## config.mk

```make
export PLATFORM = sky130hd
export DESIGN_NAME = ttt_cpu_player
export DESIGN_NICKNAME = d
export VERILOG_FILES = /design/src/rtl/ttt_cpu_player.sv
export SDC_FILE = /design/constraint.sdc
export NUM_CORES = 1
export LEC_CHECK = 0
export BUFFER_PORTS_ARGS = -buffer_cell sky130_fd_sc_hd__clkbuf_2
export CORE_UTILIZATION = 48
export DETAILED_ROUTE_END_ITERATION = 10
export MAX_ROUTING_LAYER = met4
export PLACE_DENSITY = 0.64
export REMOVE_ABC_BUFFERS = 1
export SYNTH_ARGS = -nofsm -noshare
export SYNTH_HDL_FRONTEND = slang
export SYNTH_SLANG_ARGS = --single-unit
```

## constraint.sdc

```tcl
create_clock -name clock -period 7.94 [get_ports clock]
set_input_delay 1.588 -clock clock [delete_from_list [all_inputs] [get_ports clock]]
set_output_delay 1.588 -clock clock [all_outputs]
set_load 0.05 [all_outputs]
```

## src/rtl/ttt_cpu_player.sv

```systemverilog
// rtl/ttt_cpu_player.sv - CPU tic-tac-toe opponent that plays as player 2
module ttt_cpu_player #(
    parameter int THINK_CYCLES = 4,
    parameter int HOLD_TIMEOUT = 16
) (
    input  logic       clock,
    input  logic       reset,
    input  logic       enable,
    input  logic [1:0] pos1,
    input  logic [1:0] pos2,
    input  logic [1:0] pos3,
    input  logic [1:0] pos4,
    input  logic [1:0] pos5,
    input  logic [1:0] pos6,
    input  logic [1:0] pos7,
    input  logic [1:0] pos8,
    input  logic [1:0] pos9,
    input  logic [1:0] winner,
    output logic       player2,
    output logic [3:0] player2_pos,
    output logic       busy,
    output logic       move_err
);

    localparam logic [1:0] CELL_EMPTY = 2'b00;
    localparam logic [1:0] CELL_P1    = 2'b01;
    localparam logic [1:0] CELL_P2    = 2'b10;

    typedef enum logic [2:0] {
        ST_IDLE,
        ST_THINK,
        ST_SCAN,
        ST_SELECT,
        ST_ISSUE
    } state_t;

    state_t      state;
    logic [1:0]  live  [9];
    logic [1:0]  board [9];
    logic [15:0] think_cnt;
    logic [15:0] hold_cnt;
    logic [2:0]  line_idx;
    logic        win_valid;
    logic        blk_valid;
    logic [3:0]  win_idx;
    logic [3:0]  blk_idx;

    assign live[0] = pos1;
    assign live[1] = pos2;
    assign live[2] = pos3;
    assign live[3] = pos4;
    assign live[4] = pos5;
    assign live[5] = pos6;
    assign live[6] = pos7;
    assign live[7] = pos8;
    assign live[8] = pos9;

    logic [3:0] n_p1;
    logic [3:0] n_p2;
    logic [3:0] n_empty;
    logic       turn;
    logic       abort;

    always_comb begin
        n_p1    = '0;
        n_p2    = '0;
        n_empty = '0;
        for (int i = 0; i < 9; i++) begin
            if (live[i] == CELL_P1)    n_p1    = n_p1 + 4'd1;
            if (live[i] == CELL_P2)    n_p2    = n_p2 + 4'd1;
            if (live[i] == CELL_EMPTY) n_empty = n_empty + 4'd1;
        end
    end

    assign turn  = enable && (winner == 2'b00) && (n_p1 == n_p2 + 4'd1) && (n_empty != 4'd0);
    assign abort = !enable || (winner != 2'b00);

    // Cell indices of the line examined this SCAN cycle: rows, columns, diagonals
    logic [3:0] la, lb, lc;
    always_comb begin
        case (line_idx)
            3'd0:    {la, lb, lc} = {4'd0, 4'd1, 4'd2};
            3'd1:    {la, lb, lc} = {4'd3, 4'd4, 4'd5};
            3'd2:    {la, lb, lc} = {4'd6, 4'd7, 4'd8};
            3'd3:    {la, lb, lc} = {4'd0, 4'd3, 4'd6};
            3'd4:    {la, lb, lc} = {4'd1, 4'd4, 4'd7};
            3'd5:    {la, lb, lc} = {4'd2, 4'd5, 4'd8};
            3'd6:    {la, lb, lc} = {4'd0, 4'd4, 4'd8};
            default: {la, lb, lc} = {4'd2, 4'd4, 4'd6};
        endcase
    end

    logic [1:0] va, vb, vc;
    logic [1:0] line_p1;
    logic [1:0] line_p2;
    logic       has_gap;
    logic [3:0] gap_idx;
    logic       win_hit;
    logic       blk_hit;

    assign va = board[la];
    assign vb = board[lb];
    assign vc = board[lc];

    always_comb begin
        line_p1 = {1'b0, va == CELL_P1} + {1'b0, vb == CELL_P1} + {1'b0, vc == CELL_P1};
        line_p2 = {1'b0, va == CELL_P2} + {1'b0, vb == CELL_P2} + {1'b0, vc == CELL_P2};
        has_gap = 1'b1;
        gap_idx = lc;
        if (va == CELL_EMPTY)      gap_idx = la;
        else if (vb == CELL_EMPTY) gap_idx = lb;
        else if (vc != CELL_EMPTY) has_gap = 1'b0;
    end

    assign win_hit = (line_p2 == 2'd2) && has_gap;
    assign blk_hit = (line_p1 == 2'd2) && has_gap;

    // Move priority: win, block, centre, corners, edges
    logic [3:0] target;
    logic       target_ok;
    always_comb begin
        target    = '0;
        target_ok = 1'b1;
        if (win_valid)                     target = win_idx;
        else if (blk_valid)                target = blk_idx;
        else if (board[4] == CELL_EMPTY)   target = 4'd4;
        else if (board[0] == CELL_EMPTY)   target = 4'd0;
        else if (board[2] == CELL_EMPTY)   target = 4'd2;
        else if (board[6] == CELL_EMPTY)   target = 4'd6;
        else if (board[8] == CELL_EMPTY)   target = 4'd8;
        else if (board[1] == CELL_EMPTY)   target = 4'd1;
        else if (board[3] == CELL_EMPTY)   target = 4'd3;
        else if (board[5] == CELL_EMPTY)   target = 4'd5;
        else if (board[7] == CELL_EMPTY)   target = 4'd7;
        else                               target_ok = 1'b0;
    end

    always_ff @(posedge clock) begin
        if (reset) begin
            state       <= ST_IDLE;
            player2     <= 1'b0;
            player2_pos <= '0;
            move_err    <= 1'b0;
            think_cnt   <= '0;
            hold_cnt    <= '0;
            line_idx    <= '0;
            win_valid   <= 1'b0;
            blk_valid   <= 1'b0;
            win_idx     <= '0;
            blk_idx     <= '0;
            for (int i = 0; i < 9; i++) board[i] <= CELL_EMPTY;
        end else begin
            move_err <= 1'b0;
            if (state != ST_IDLE && abort) begin
                state   <= ST_IDLE;
                player2 <= 1'b0;
            end else begin
                case (state)
                    ST_IDLE: begin
                        if (turn) begin
                            for (int i = 0; i < 9; i++) board[i] <= live[i];
                            think_cnt <= 16'(THINK_CYCLES - 1);
                            line_idx  <= '0;
                            win_valid <= 1'b0;
                            blk_valid <= 1'b0;
                            win_idx   <= '0;
                            blk_idx   <= '0;
                            state     <= ST_THINK;
                        end
                    end
                    ST_THINK: begin
                        if (think_cnt == 16'd0) state <= ST_SCAN;
                        else                    think_cnt <= think_cnt - 16'd1;
                    end
                    ST_SCAN: begin
                        if (win_hit && !win_valid) begin
                            win_valid <= 1'b1;
                            win_idx   <= gap_idx;
                        end
                        if (blk_hit && !blk_valid) begin
                            blk_valid <= 1'b1;
                            blk_idx   <= gap_idx;
                        end
                        if (line_idx == 3'd7) state <= ST_SELECT;
                        line_idx <= line_idx + 3'd1;
                    end
                    ST_SELECT: begin
                        if (target_ok) begin
                            player2     <= 1'b1;
                            player2_pos <= target;
                            hold_cnt    <= 16'(HOLD_TIMEOUT - 1);
                            state       <= ST_ISSUE;
                        end else begin
                            state <= ST_IDLE;
                        end
                    end
                    ST_ISSUE: begin
                        // The game core confirms by writing 10; a 01 means player 1 got there first
                        if (live[player2_pos] == CELL_P2 || live[player2_pos] == CELL_P1) begin
                            player2 <= 1'b0;
                            state   <= ST_IDLE;
                        end else if (hold_cnt == 16'd0) begin
                            player2  <= 1'b0;
                            move_err <= 1'b1;
                            state    <= ST_IDLE;
                        end else begin
                            hold_cnt <= hold_cnt - 16'd1;
                        end
                    end
                    default: state <= ST_IDLE;
                endcase
            end
        end
    end

    assign busy = (state != ST_IDLE);

endmodule

```

Word level (Yosys, flattened, before mapping)
Memory sizes are Yosys's and may differ from the RTL's.
Index checks and enable logic that the tools add are counted.
- order comparisons: 1
- equality and inequality tests: 50
- muxes and demuxes: 107
- multipliers: 0
- $add $sub $neg: 32
- shifts and indexed selects: 0
- divide/modulo/power cells: 0
- reductions and logical operators: 57
- bitwise logic cells: 12
- operators with widths (kind ; count):
    4-bit 2-to-1 mux ; 36
    4-bit by 1-bit adder with 4-bit output (second input constant) ; 25
    16-bit 2-to-1 mux ; 5
    16-bit one-hot mux with 2 select lines ; 2
    2-bit logical NOT ; 21
    3-bit 2-to-1 mux ; 11
    16-bit logical NOT ; 2
    16-bit by 1-bit subtractor with 16-bit output (second input constant) ; 2
    1-bit 2-to-1 mux ; 31
    2-bit == test (second input constant) ; 15
    2-bit by 1-bit == test with 1-bit output (second input constant) ; 13
    3-bit one-hot mux with 4 select lines ; 2
    2-bit 2-to-1 mux ; 11
    2-bit != test (second input constant) ; 9
    4-bit one-hot mux with 2 select lines ; 2
    4-bit one-hot mux with 4 select lines ; 1
    4-bit AND reduction ; 4
    3-bit == test (second input constant) ; 5
    3-bit one-hot mux with 5 select lines ; 1
    3-bit by 2-bit == test with 1-bit output (second input constant) ; 4
    2-bit nonzero test ; 5
    1-bit bitwise OR ; 9
    3-bit AND reduction ; 3
    2-bit binary-select mux with 4-bit select ; 1
    other kinds (21) ; 39
- register bits after elaboration: 54
- memories: 1
- input port bits: 23
- output and inout port bits: 7
- bits in latches: 0
- logic and storage cells: 271
- bits in read-only memories: 0
- memory bits (writable): 18
- memory list (memory ; depth ; bits a word ; rd ports ; clocked after memory_dff ; wr ports ; line ; source):
    board ; 9 ; 2 ; 12 ; 0 ; 9 ; 39 ; logic [1:0] board [9];

Longest topological paths before layout
- depth after elaboration: 28
- gate-level depth with buffers: 35
- mapped depth without buffers: 34

Worst setup path after synthesis
Ideal clock, no wire load.
- kind: input to register
- from: input port pos1[1]
- to: register think_cnt[10]
- setup slack: 481 ps
- arrival: 7400 ps
- buffers on the path: 1
- library setup time: 59 ps
- stages on the path: 28
- cell sequence: or2_2 > ha_1 > or3_1 > nand2_1 > ha_1 > nor3b_1 > a31oi_1 > inv_1 > ha_1 > mux2_2 > ha_1 > nand2_1 > o221ai_1 > ha_1 > mux2_2 > ha_1 > a221oi_1 > inv_1 > ha_1 > or3_1 > o21ai_0 > o21ai_1 > and3_4 > a31oi_4 > inv_2 > buf_6 > a2111o_1 > nand2_1
- longest elaborated chain between the ends: 24
- RTL lines (item ; line ; source):
    start, declared ; 9 ; input logic [1:0] pos1,
    2-bit == test ; 70 ; if (live[i] == CELL_P2) n_p2 = n_p2 + 4'd1;
    1-bit 2-to-1 mux ; 70 ;
    4-bit by 1-bit adder with 4-bit output ; 70 ;
    4-bit 2-to-1 mux ; 70 ;
    4-bit by 1-bit adder with 4-bit output ; 70 ;
    4-bit 2-to-1 mux ; 70 ;
    4-bit by 1-bit adder with 4-bit output ; 70 ;
    4-bit 2-to-1 mux ; 70 ;
    [8 not listed] ; -- ;
    4-bit by 1-bit adder with 4-bit output ; 70 ;
    4-bit 2-to-1 mux ; 70 ;
    4-bit by 1-bit adder with 4-bit output ; 75 ; assign turn = enable && (winner == 2'b00) && (n_p1 == n_p2 + 4'd1) && (n_empty != 4'd0);
    4-bit == test ; 75 ;
    1-bit logical AND ; 75 ;
    1-bit logical AND (*) ; 75 ;
    2-bit != test (no source line) (*) ; -- ;
    4-bit AND reduction (no source line) (*) ; -- ;
    end signal, assigned ; 162 ; think_cnt <= 16'(THINK_CYCLES - 1);
    end signal, assigned ; 173 ; else think_cnt <= think_cnt - 16'd1;
    end, declared ; 40 ; logic [15:0] think_cnt;
Every way passes the cells marked *; elsewhere a longest branch is shown, timed or not.
A chain may end at the register's enable or synchronous reset.

Final worst setup path
- from: input port pos1[1]
- to: register think_cnt[1]
Same word-level chain as after synthesis.

==> results.json <==
{
  "status": "finished, final reports clean",
  "antenna_found_initial": 0,
  "synth_flop_cell": "dfxtp_1",
  "synth-edff-count": 18,
  "wirelength_um": 15700,
  "ys_ff_latch": 72,
  "hpwlAfterDp_um": 11800,
  "drc_errors": 0,
  "required_ns": 8.18,
  "cts_tree": "done",
  "p_leak_nw": 2.96,
  "first_iter_violations": 395,
  "cpLargestDelayFamily": "adder cells",
  "path_buf_inv": 5,
  "grt_overflow": 0,
  "ios": 30,
  "place_inst": 911,
  "ir_worst_vdd_uv": 118,
  "cts_made_buffers": 9,
  "die_h_um": 117,
  "n_fill_cell": 1154,
  "whs_ns": 0.468,
  "start_util": 0.498,
  "ant_nets": 0,
  "r2r_start": "line_idx[2]$_SDFFE_PP0P_",
  "path_depth": 29,
  "grt_max_degree": 31,
  "grt_pass1_wl_um": 25500,
  "die_w_um": 117,
  "cts.path.max_buffers": 2,
  "place.gp.congestion": 0.904,
  "slowest_delay_ns": 0.37,
  "postCtsHoldBufs": 0,
  "portBuffers": 29,
  "power_frac_seq": 0.298,
  "setup_viol": 0,
  "wl_per_cell_um": 16.8,
  "hold_end": "win_idx[0]$_SDFFE_PP0P_",
  "tightestPinTransition_ns": 1.15,
  "finalMaxSlewViolations": 0,
  "fin_crit_sh": 0.960,
  "r2r-end": "win_idx[1]$_SDFFE_PP0P_",
  "netlist.area_leader.share": 0.170,
  "synth_cell_types": 78,
  "synth.area.top_cells": "dfxtp_1, edfxtp_1, ha_1, xnor2_1, nor2_1",
  "rrSetupSlack_ns": 4.23,
  "power_frac_comb": 0.399,
  "fmax_mhz": 131,
  "cp_max_fo": 7,
  "final_common_cell": "nor2_1",
  "power_per_cell_area_nw_per_um2": 200,
  "fin_ws_ns": 0.318,
  "hold_viol": 0,
  "yosys_warnings": 0,
  "total_power_mw": 1.43,
  "clockRootBuffer": "clkbuf_16",
  "areaGrowthSynthToFinish_pct": 12.1,
  "cp-start-kind": "input pin",
  "final_cell_mix": "nor2_1, nand2_1, dfxtp_1",
  "dpl_cell_area_um2": 6630,
  "cp_slowest_cell": "ha_1",
  "swShare": 0.359,
  "worstHoldPathType": "reg -> reg",
  "layoutNonFillerInstCount": 934,
  "cap_violations": 0,
  "pre_cts_ws_ns": -0.106,
  "core_um2": 12800,
  "seq_area_frac_synth": 0.255,
  "cpMostUsedCell": "ha_1",
  "skew_ns": 0.0129,
  "track_usage": 0.247,
  "clockPowerShare": 0.304,
  "final_util": 0.559,
  "syn_area_um2": 6370,
  "drtPass1Iterations": 5,
  "numClockSinks": 72,
  "grt_pass1_vias": 5412,
  "switchingPower_mw": 0.513,
  "synth.avg_cell_area_um2": 8.64,
  "htreeDepth": 3,
  "avgViaCountPerCell": 5.95,
  "n_antenna_cell": 0,
  "worstSkewPairLatency_ns": 0.34,
  "worstPathArrival_ns": 7.86,
  "row_count": 41,
  "finalInstanceArea_um2": 7140,
  "vias": 5561,
  "layout.nets": 815,
  "final.setup.tns_ns": 0,
  "synthCells": 737,
  "slew_headroom": 0.229,
  "period_minus_slack_ns": 7.62,
  "hp-start": "win_idx[0]$_SDFFE_PP0P_",
  "critical_path_class": "in -> reg",
  "ff2ff_path_depth": 10,
  "synth_largest_area_cell": "dfxtp_1",
  "async_flop_share": 0,
  "hold_depth": 1,
  "clk_pin_slew_ns": 0.06,
  "drive_gt1_frac": 0.147,
  "dieArea_um2": 13700,
  "cp-end-kind": "register",
  "p_int_mw": 0.918
}
[power by group through the flow]
stage	clock network (mW)	logic [mW]	registers, mW
2_1_floorplan	0	0.408	0.426
6_report	0.435	0.571	0.426
3_5_place_dp	0	0.526	0.433
3_3_place_gp	0	0.509	0.432
4_1_cts	0.441	0.532	0.425
5_1_grt	0.454	0.631	0.430
[worst max-delay path by stage]
stage	startpoint	to	slack [ns]
2_1_floorplan	pos1[1]	think_cnt[8]$_SDFFE_PP0P_	0.20
3_3_place_gp	pos1[1]	think_cnt[2]$_SDFFE_PP0P_	0.04
3_5_place_dp	pos2[0]	board[4][1]$_SDFFCE_PN0P_	-0.11
4_1_cts	pos2[0]	board[4][1]$_SDFFCE_PN0P_	0.23
5_1_grt	pos2[0]	think_cnt[5]$_SDFFE_PP0P_	-0.04
6_report	pos1[1]	think_cnt[1]$_SDFFE_PP0P_	0.32
[routing by layer]
| layer | up-vias | wire length (µm) | global-route usage |
|---|---|---|---|
| met5 | - | 0 | - |
| met4 | 0 | 323 | 0.102 |
| met3 | 24 | 380 | 0.0268 |
| met2 | 95 | 7890 | 0.422 |
| met1 | 2690 | 7100 | 0.296 |
| li1 | 2752 | - | - |
[synthesized netlist by cell type, types with 10 or more instances]
library cell,number
o2111ai_1,10
o21ai_0,18
ha_1,33
a2111o_1,14
nand3_1,24
nor2b_1,16
nand2_1,68
dfxtp_1,54
xor2_1,11
edfxtp_1,18
nor3_1,23
inv_1,30
nor2_1,72
or2_2,10
clkbuf_1,21
and2_1,20
mux4_2,10
xnor2_1,39
a21oi_1,24
mux2i_1,17
nand2b_1,22
nand3b_1,11
[final cells by class]
class	count	area (µm²)	area share
inverter	32	120	0.0168
timing repair buffer	42	290	0.0407
tap	172	215	0.0301
clock inverter	5	61.3	0.00859
sequential	72	1620	0.227
multi-input combinational	600	4570	0.640
clock buffer	11	264	0.0370
[flip-flops by register name (all words and copies together), names as in the netlist]
| name | cells |
|---|---|
| board | 18 |
| hold_cnt | 16 |
| think_cnt | 16 |
| blk_idx | 4 |
| player2_pos | 4 |
| win_idx | 4 |
| line_idx | 3 |
| state | 3 |
| blk_valid | 1 |
| move_err | 1 |
| player2 | 1 |
| win_valid | 1 |
[worst reg2reg max path, stage by stage, from the launching register on]
cell and delay, ns:
dfxtp_1 0.51, clkinv_1 0.28, ha_1 0.29, a21oi_1 0.34
mux4_2 0.55, mux2i_1 0.23, nand2b_1 0.12, fa_1 0.50
nand3_1 0.23, o21a_1 0.30, a2bb2o_1 0.28
[kinds of logic after synthesis]
kind of cell / Yosys count / synth area share
AO/OA/AOI/OAI: 144 / 0.175
buffers and inverters: 65 / 0.0436
XOR/XNOR: 63 / 0.115
AND/OR/NAND/NOR: 325 / 0.268
multiplexers: 33 / 0.0727
adder cells (fa/ha/maj): 35 / 0.0711
flip-flops: 72 / 0.255
[repair_timing]
item	4_1_cts	5_1_grt
buffers inserted	0	5
gates resized for setup	0	16
endpoints found under the setup margin	0	57
Note: power is estimated with default switching activity, not from simulation.
